`src/rtl/bp_cfg_param_responder.sv`:
```
// Read-only responder returning numeric fields of the selected processor config.
// Burst dump of every field is built only when BP_CFG_RESP_DUMP_EN is defined.
package bp_cfg_pkg;

  typedef enum logic [1:0] {
    e_bp_default_cfg     = 2'd0,
    e_bp_half_core_cfg   = 2'd1,
    e_bp_single_core_cfg = 2'd2,
    e_bp_dual_core_cfg   = 2'd3
  } bp_params_e;

  localparam int num_fields_gp = 39;

  typedef struct packed {
    logic [31:0] cc_x_dim;
    logic [31:0] cc_y_dim;
    logic [31:0] ic_y_dim;
    logic [31:0] mc_y_dim;
    logic [31:0] sac_x_dim;
    logic [31:0] vaddr_width;
    logic [31:0] paddr_width;
    logic [31:0] asid_width;
    logic [31:0] branch_metadata_fwd_width;
    logic [31:0] btb_tag_width;
    logic [31:0] btb_idx_width;
    logic [31:0] bht_idx_width;
    logic [31:0] ghist_width;
    logic [31:0] itlb_els;
    logic [31:0] dtlb_els;
    logic [31:0] lce_sets;
    logic [31:0] lce_assoc;
    logic [31:0] cce_block_width;
    logic [31:0] num_cce_instr_ram_els;
    logic [31:0] l2_sets;
    logic [31:0] l2_assoc;
    logic [31:0] l2_outstanding_reqs;
    logic [31:0] fe_queue_fifo_els;
    logic [31:0] fe_cmd_fifo_els;
    logic [31:0] async_coh_clk;
    logic [31:0] coh_noc_max_credits;
    logic [31:0] coh_noc_flit_width;
    logic [31:0] coh_noc_cid_width;
    logic [31:0] coh_noc_len_width;
    logic [31:0] async_mem_clk;
    logic [31:0] mem_noc_max_credits;
    logic [31:0] mem_noc_flit_width;
    logic [31:0] mem_noc_cid_width;
    logic [31:0] mem_noc_len_width;
    logic [31:0] async_io_clk;
    logic [31:0] io_noc_max_credits;
    logic [31:0] io_noc_flit_width;
    logic [31:0] io_noc_did_width;
    logic [31:0] io_noc_len_width;
  } bp_proc_param_s;

  function automatic bp_proc_param_s mk_cfg(
    input logic [31:0] x_dim,
    input logic [31:0] sets,
    input logic [31:0] assoc,
    input logic [31:0] blk
  );
    bp_proc_param_s c;
    c = '0;
    c.cc_x_dim = x_dim;
    c.cc_y_dim = 32'd1;
    c.ic_y_dim = 32'd1;
    c.vaddr_width = 32'd39;
    c.paddr_width = 32'd40;
    c.asid_width = 32'd1;
    c.branch_metadata_fwd_width = 32'd36;
    c.btb_tag_width = 32'd10;
    c.btb_idx_width = 32'd6;
    c.bht_idx_width = 32'd9;
    c.ghist_width = 32'd2;
    c.itlb_els = 32'd8;
    c.dtlb_els = 32'd8;
    c.lce_sets = sets;
    c.lce_assoc = assoc;
    c.cce_block_width = blk;
    c.num_cce_instr_ram_els = 32'd256;
    c.l2_sets = 32'd128;
    c.l2_assoc = 32'd8;
    c.l2_outstanding_reqs = 32'd2;
    c.fe_queue_fifo_els = 32'd8;
    c.fe_cmd_fifo_els = 32'd4;
    c.coh_noc_max_credits = 32'd8;
    c.coh_noc_flit_width = 32'd128;
    c.coh_noc_cid_width = 32'd2;
    c.coh_noc_len_width = 32'd3;
    c.mem_noc_max_credits = 32'd8;
    c.mem_noc_flit_width = 32'd64;
    c.mem_noc_cid_width = 32'd2;
    c.mem_noc_len_width = 32'd4;
    c.io_noc_max_credits = 32'd16;
    c.io_noc_flit_width = 32'd64;
    c.io_noc_did_width = 32'd3;
    c.io_noc_len_width = 32'd4;
    return c;
  endfunction

  localparam bp_proc_param_s [3:0] all_cfgs_gp = {
    mk_cfg(32'd2, 32'd64, 32'd4, 32'd512),
    mk_cfg(32'd1, 32'd128, 32'd8, 32'd256),
    mk_cfg(32'd1, 32'd64, 32'd4, 32'd256),
    mk_cfg(32'd1, 32'd64, 32'd8, 32'd512)
  };

endpackage

module bp_cfg_param_responder
  import bp_cfg_pkg::*;
#(
  parameter bp_params_e cfg_p = e_bp_single_core_cfg,
  parameter int data_width_p = 64,
  parameter int addr_width_p = 8
) (
  input  logic clk_i,
  input  logic reset_n_i,
  bp_cfg_param_if.slave bus
);

  localparam bp_proc_param_s cfg_cp = all_cfgs_gp[cfg_p];
  localparam logic [num_fields_gp-1:0][31:0] fields_cp = cfg_cp;
  localparam logic [5:0] last_idx_lp = 6'(num_fields_gp - 1);

`ifdef BP_CFG_RESP_DUMP_EN
  typedef enum logic [1:0] {IDLE, SINGLE, DUMP} state_e;
  logic [5:0] cnt_q, cnt_n;
`else
  typedef enum logic [1:0] {IDLE, SINGLE} state_e;
  logic dump_unused;
  assign dump_unused = bus.req_dump_i;
`endif

  state_e state_q, state_n;
  logic v_q, v_n;
  logic err_q, err_n;
  logic last_q, last_n;
  logic [addr_width_p-1:0] addr_q, addr_n;
  logic [data_width_p-1:0] data_q, data_n;

  logic [addr_width_p-1:0] look_idx;
  logic [data_width_p-1:0] look_data;
  logic look_err;
  logic req_ready, req_hs, resp_hs;

  assign req_ready = (state_q == IDLE);
  assign req_hs = bus.req_v_i & req_ready;
  assign resp_hs = v_q & bus.resp_ready_i;

  assign bus.req_ready_o = req_ready;
  assign bus.resp_v_o = v_q;
  assign bus.resp_addr_o = addr_q;
  assign bus.resp_data_o = data_q;
  assign bus.resp_err_o = err_q;
  assign bus.resp_last_o = last_q;

  // Index the next beat ahead of time so each beat leaves a register.
  always_comb begin
    look_idx = bus.req_addr_i;
`ifdef BP_CFG_RESP_DUMP_EN
    if (state_q == DUMP)
      look_idx = addr_width_p'(cnt_q + 6'd1);
    else if (bus.req_dump_i)
      look_idx = '0;
`endif
  end

  always_comb begin
    look_err = 1'b0;
    look_data = '0;
    if (int'(look_idx) < num_fields_gp)
      look_data = data_width_p'(
        fields_cp[last_idx_lp - 6'(look_idx)]);
    else if (int'(look_idx) == 255)
      look_data = data_width_p'(cfg_p);
    else
      look_err = 1'b1;
  end

  always_comb begin
    state_n = state_q;
    v_n = v_q;
    err_n = err_q;
    last_n = last_q;
    addr_n = addr_q;
    data_n = data_q;
`ifdef BP_CFG_RESP_DUMP_EN
    cnt_n = cnt_q;
`endif
    unique case (state_q)
      IDLE: begin
        if (req_hs) begin
          state_n = SINGLE;
          v_n = 1'b1;
          addr_n = look_idx;
          data_n = look_data;
          err_n = look_err;
          last_n = 1'b1;
`ifdef BP_CFG_RESP_DUMP_EN
          if (bus.req_dump_i) begin
            state_n = DUMP;
            cnt_n = '0;
            err_n = 1'b0;
            last_n = 1'b0;
          end
`endif
        end
      end
      SINGLE: begin
        if (resp_hs) begin
          state_n = IDLE;
          v_n = 1'b0;
          err_n = 1'b0;
          last_n = 1'b0;
          addr_n = '0;
          data_n = '0;
        end
      end
`ifdef BP_CFG_RESP_DUMP_EN
      DUMP: begin
        if (resp_hs && cnt_q == last_idx_lp) begin
          state_n = IDLE;
          cnt_n = '0;
          v_n = 1'b0;
          last_n = 1'b0;
          addr_n = '0;
          data_n = '0;
        end else if (resp_hs) begin
          cnt_n = cnt_q + 6'd1;
          addr_n = look_idx;
          data_n = look_data;
          last_n = (cnt_q + 6'd1 == last_idx_lp);
        end
      end
`endif
      default: state_n = IDLE;
    endcase
  end

  always_ff @(posedge clk_i) begin
    if (!reset_n_i) begin
      state_q <= IDLE;
      v_q <= 1'b0;
      err_q <= 1'b0;
      last_q <= 1'b0;
      addr_q <= '0;
      data_q <= '0;
`ifdef BP_CFG_RESP_DUMP_EN
      cnt_q <= '0;
`endif
    end else begin
      state_q <= state_n;
      v_q <= v_n;
      err_q <= err_n;
      last_q <= last_n;
      addr_q <= addr_n;
      data_q <= data_n;
`ifdef BP_CFG_RESP_DUMP_EN
      cnt_q <= cnt_n;
`endif
    end
  end

endmodule

```
`src/rtl/bp_cfg_param_responder_if.sv`:
```
// Request/response handshake bundle for bp_cfg_param_responder.
// Master issues field reads; slave answers with registered beats.
interface bp_cfg_param_if #(
  parameter int data_width_p = 64,
  parameter int addr_width_p = 8
) ();

  logic req_v_i;
  logic req_ready_o;
  logic [addr_width_p-1:0] req_addr_i;
  logic req_dump_i;
  logic resp_v_o;
  logic resp_ready_i;
  logic [addr_width_p-1:0] resp_addr_o;
  logic [data_width_p-1:0] resp_data_o;
  logic resp_err_o;
  logic resp_last_o;

  modport master (
    output req_v_i, req_addr_i, req_dump_i, resp_ready_i,
    input  req_ready_o, resp_v_o, resp_addr_o,
    input  resp_data_o, resp_err_o, resp_last_o
  );

  modport slave (
    input  req_v_i, req_addr_i, req_dump_i, resp_ready_i,
    output req_ready_o, resp_v_o, resp_addr_o,
    output resp_data_o, resp_err_o, resp_last_o
  );

endinterface

```
`src/flat_wrapper.sv`:
```
// flat-port wrapper written by rule: the top's interface ports become plain ports
module bp_cfg_param_responder_flat import bp_cfg_pkg::*;
#(
  parameter bp_params_e cfg_p = e_bp_single_core_cfg,
  parameter int data_width_p = 64,
  parameter int addr_width_p = 8
)
  (clk_i, reset_n_i, bus_req_v_i, bus_req_addr_i, bus_req_dump_i, bus_resp_ready_i, bus_req_ready_o, bus_resp_v_o, bus_resp_addr_o, bus_resp_data_o, bus_resp_err_o, bus_resp_last_o);
  bp_cfg_param_if #(.data_width_p(data_width_p), .addr_width_p(addr_width_p)) bus_i ();
  input  logic clk_i;
  input  logic reset_n_i;
  input wire logic [$bits(bus_i.req_v_i)-1:0] bus_req_v_i;
  input wire logic [$bits(bus_i.req_addr_i)-1:0] bus_req_addr_i;
  input wire logic [$bits(bus_i.req_dump_i)-1:0] bus_req_dump_i;
  input wire logic [$bits(bus_i.resp_ready_i)-1:0] bus_resp_ready_i;
  output wire logic [$bits(bus_i.req_ready_o)-1:0] bus_req_ready_o;
  output wire logic [$bits(bus_i.resp_v_o)-1:0] bus_resp_v_o;
  output wire logic [$bits(bus_i.resp_addr_o)-1:0] bus_resp_addr_o;
  output wire logic [$bits(bus_i.resp_data_o)-1:0] bus_resp_data_o;
  output wire logic [$bits(bus_i.resp_err_o)-1:0] bus_resp_err_o;
  output wire logic [$bits(bus_i.resp_last_o)-1:0] bus_resp_last_o;
  assign bus_i.req_v_i = bus_req_v_i;
  assign bus_i.req_addr_i = bus_req_addr_i;
  assign bus_i.req_dump_i = bus_req_dump_i;
  assign bus_i.resp_ready_i = bus_resp_ready_i;
  assign bus_req_ready_o = bus_i.req_ready_o;
  assign bus_resp_v_o = bus_i.resp_v_o;
  assign bus_resp_addr_o = bus_i.resp_addr_o;
  assign bus_resp_data_o = bus_i.resp_data_o;
  assign bus_resp_err_o = bus_i.resp_err_o;
  assign bus_resp_last_o = bus_i.resp_last_o;
  bp_cfg_param_responder #(.cfg_p(cfg_p), .data_width_p(data_width_p), .addr_width_p(addr_width_p)) u_core (.clk_i(clk_i), .reset_n_i(reset_n_i), .bus(bus_i));
endmodule
```
`config.mk`:
```
export PLATFORM = sky130hd
export DESIGN_NAME = bp_cfg_param_responder_flat
export DESIGN_NICKNAME = d
export VERILOG_FILES = /design/src/rtl/bp_cfg_param_responder.sv /design/src/rtl/bp_cfg_param_responder_if.sv /design/src/flat_wrapper.sv
export SDC_FILE = /design/constraint.sdc
export NUM_CORES = 1
export LEC_CHECK = 0
export ABC_AREA = 1
export BUFFER_PORTS_ARGS = -buffer_cell sky130_fd_sc_hd__buf_2
export CORE_ASPECT_RATIO = 1.4
export CORE_MARGIN = 2
export CORE_UTILIZATION = 41
export CTS_CLUSTER_DIAMETER = 30
export DETAILED_ROUTE_END_ITERATION = 8
export GPL_TIMING_DRIVEN = 0
export PLACE_DENSITY = 0.76
export SETUP_SLACK_MARGIN = 0.3
export SYNTH_ARGS = -nofsm -noshare
export SYNTH_HDL_FRONTEND = slang
export SYNTH_SLANG_ARGS = --single-unit
```
`constraint.sdc`:
```
create_clock -name clk_i -period 1.8 [get_ports clk_i]
set_clock_uncertainty 0.2 [all_clocks]
set_input_delay 0.09 -clock clk_i [delete_from_list [all_inputs] [get_ports clk_i]]
set_output_delay 0.09 -clock clk_i [all_outputs]
set_load 0.02 [all_outputs]
```
==> out/results.tsv <==
metric	value	unit
DIE WIDTH	57.2	microns
Crit Reg-Reg Endpoint	u_core.state_q[0]$_SDFFE_PN0P_	
status	finished, violations left	
Worst VDD drop	348	uV
reg2reg path depth	4	
HPWL Detailed	2890	microns
vias post-DR	1726	
Die Height	78.5	microns
top-area cell type share of the netlist area	25.8	%
mux share of post-synthesis cell area	0	%
die area	4490	sq um
Max Slew Vio Count	0	
crit path DAT	1.53	ns
HP Class	input port to register	
cell taking the most area after synthesis	buf_4	
Max Cap Violations	0	
total gr overflow	0	
Clock Tree Buf Depth	2	
vias in the first global route	1469	
layout cell share with drive strength beyond 1	42.5	%
final hold slack	-0.0677	ns
RePlAce Congestion	0.911	
CP cell instances	buf_12 > ha_4 > ha_4 > buf_8 > clkinv_8 > nand2_4 > nand2_2 > nand3_2 > nand2_1 > nand2_1 > nand2_1 > nand2_1 > nand2_1 > nand2_1 > nand2_1 > a21oi_2	
Post-Layout Inst Area	2510	sq um
simple-gate share of the synthesized area	24.3	%
Leak	1.36	nW
Root Buffer	clkbuf_8	
setup slack, reg-to-reg	0.37	ns
slowest stage cell on the critical path	ha_4	
Synth Instances	235	
CP Class	input port to register	
Antenna Nets Post-Route	0	
filler cell count	347	
Synth area leaders	buf_4 (26%), dfxtp_1 (23%), nand2_1 (13%)	
Area Overhead vs Synth	54.2	%
# rows	27	
Worst Hold Depth	4	
hold_buf cts	11	
area of the core	3880	sq um
Pre-Repair DR Iteration Count	6	
Cell variety after synth	29	
Worst Hold Path EP	u_core.bus.resp_err_o$_SDFFE_PN0P_	
per-cell routed wire length	10.7	microns
initial antenna violation count	0	
ys async rst share	0	%
CTS sink cnt	19	
diode count	0	
Final period util	85.0	%
main combinational cell family by area after synthesis	buffers and inverters	
post-synthesis compound-gate area fraction	11.8	%
Mapped Avg Cell Area	6.92	sq um
RSZ-0062 raised after global routing	true	
post-route insts no fill	394	
number of nets in the final layout	372	
Yosys Warn Count	0	
register area share after synthesis	23.4	%
Most used DFF post-synth	dfxtp_1	
f_max	654	MHz
IO Port Bufs	32	
Yosys reg bits	19	
r2r startpoint	u_core.state_q[0]$_SDFFE_PN0P_	
Pwr Total	0.00136	W
cell area power density	544	nW/um^2
DRC viols	0	
Routed Wire Length	4230	microns
CTS Buf Count	3	
placed cell areas	2090	sq um
GRT Total Usage	16.0	%
first-pass GRT wire length	5890	microns
slowest stage delay, CP	0.27	ns
drt initial violations	52	
Util after Layout	64.5	%
Hold Vio Cnt, Final	1	
via/cell ratio	4.38	
Tmin final	1.53	ns
Top cell by count, worst path	nand2_1	
Worst Setup End Kind	register	
largest net degree at the start of global routing	13	
EDFF count, synth	0	
critical path data required time	1.80	ns
Critical Path Fanout Max	7	
Worst-path clk slew	0.08	ns
Post-Synth XOR/XNOR Area	3.23	%
num ports	89	
Startpoint Class	input port	
clock tree from TritonCTS	built	
Netlist Area Pre-Place	1630	sq um
Synth Area in Adders	5.38	%
H-Tree Depth	1	
Initial Utilization	41.9	%
hold wc startpoint	bus_resp_ready_i	
endpoints failing setup	0	
clk_lat worst skew	0.26	ns
failing checks	hold timing	
Placed Cells	364	
==> final cells by class <==
cell class                      count  area (sq um)  share of cell area, %
Buffer                             59           455                   18.2
Multi-Input combinational cell    189          1040                   41.7
Sequential cell                    19           382                   15.2
Clock buffer                        3          41.3                   1.65
Inverter                           22           101                   4.04
Tap cell                           43          53.8                   2.15
Clock inverter                      1          7.51                  0.299
Timing Repair Buffer               58           422                   16.8
==> sequential cells by signal, summed over array words and instances, names as in the netlist <==
signal                  cells
u_core.bus.resp_data_o      9
u_core.bus.resp_addr_o      8
u_core.bus.resp_err_o       1
u_core.state_q              1
==> worst max-delay path: cells and delay by family <==
family,cells,cell delay (ns)
AO/OA/AOI/OAI,1,0.11
adder cells (fa/ha/maj),2,0.45
AND/OR/NAND/NOR,10,0.57
buffers and inverters,3,0.32
==> synth_stat cells (2+ instances only) <==
cell	count
nor2_2	2
inv_2	2
ha_1	7
nand2_2	3
nor2_1	9
clkbuf_1	2
dfxtp_1	19
nand3_1	8
a21oi_1	20
inv_1	17
clkinv_1	3
nand2_1	57
buf_4	56
a21oi_2	3
o21ai_1	7
nor3_1	4
nand4_1	4
==> layout by cell type, fill, tap and decap left out, types with 2 or more instances in the layout <==
| master | instances |
|---|---|
| ha_4 | 2 |
| nor2_1 | 8 |
| nand3_1 | 3 |
| dlygate4sd3_1 | 10 |
| conb_1 | 55 |
| a21oi_2 | 3 |
| nor3_1 | 4 |
| buf_2 | 29 |
| clkbuf_8 | 3 |
| o21ai_1 | 7 |
| nor2_2 | 2 |
| ha_1 | 5 |
| nand2_2 | 9 |
| clkinvlp_4 | 2 |
| buf_12 | 2 |
| buf_4 | 71 |
| nand2_4 | 4 |
| nand2_1 | 48 |
| inv_2 | 3 |
| buf_8 | 2 |
| nand4_1 | 4 |
| a21oi_1 | 19 |
| nand3_2 | 6 |
| dfxtp_1 | 18 |
| inv_1 | 15 |
==> how the worst max path moves through the flow <==
stage               slack (ns)               from  depth (start not counted)                                endpoint
finish                    0.27  bus_req_addr_i[0]                         16  u_core.bus.resp_data_o[1]$_SDFFE_PN0P_
global route              0.16  bus_req_addr_i[0]                         16  u_core.bus.resp_data_o[1]$_SDFFE_PN0P_
CTS                       0.30  bus_req_addr_i[1]                         16  u_core.bus.resp_data_o[1]$_SDFFE_PN0P_
detailed placement       -0.12  bus_req_addr_i[1]                         16  u_core.bus.resp_data_o[1]$_SDFFE_PN0P_
global placement         -0.11  bus_req_addr_i[0]                         16  u_core.bus.resp_data_o[1]$_SDFFE_PN0P_
floorplan                 0.26  bus_req_addr_i[0]                         15  u_core.bus.resp_data_o[1]$_SDFFE_PN0P_
==> routing by layer <==
metal	global-route usage, %	vias up	share of wire [%]
met4	5.58	0	1.7
met2	32.9	88	57
li1	-	871	-
met3	2.80	7	8.1
met5	0	-	0
met1	15.1	760	34
==> report_power, final <==
part           total (W)  internal, W  leakage, nW  switching, W
clock network   0.000315     0.000156       0.0217      0.000159
logic           0.000601     0.000246         1.19      0.000355
registers       0.000447     0.000437        0.155    0.00000969
==> stage by stage <==
| step | setup TNS (ns) | worst slack (ns) | hold slack, ns |
|---|---|---|---|
| final | 0 | 0.270 | -0.0677 |
| after global routing | 0 | 0.164 | -0.0446 |
| after CTS | 0 | 0.296 | -0.0622 |
| after detailed placement | -0.121 | -0.121 | 0.143 |
| after global placement | -0.106 | -0.106 | 0.126 |
| after floorplan | 0 | 0.260 | 0.0192 |
==> repair_timing <==
| action | in CTS | in global routing |
|---|---|---|
| hold endpoints to repair | 11 | 1 |
| pin swaps | 1 | 11 |
| resized for setup | 9 | 34 |
| setup endpoints to repair | 7 | 19 |
| setup buffers | 3 | 12 |
==> kinds of logic after synthesis <==
group,count (synthesis)
compound gates,34
xor+xnor,3
simple gates,90
other cells,1
flops,19
buf+inv,81
fa+ha+maj,7
Power figures use the tool's default switching activity.
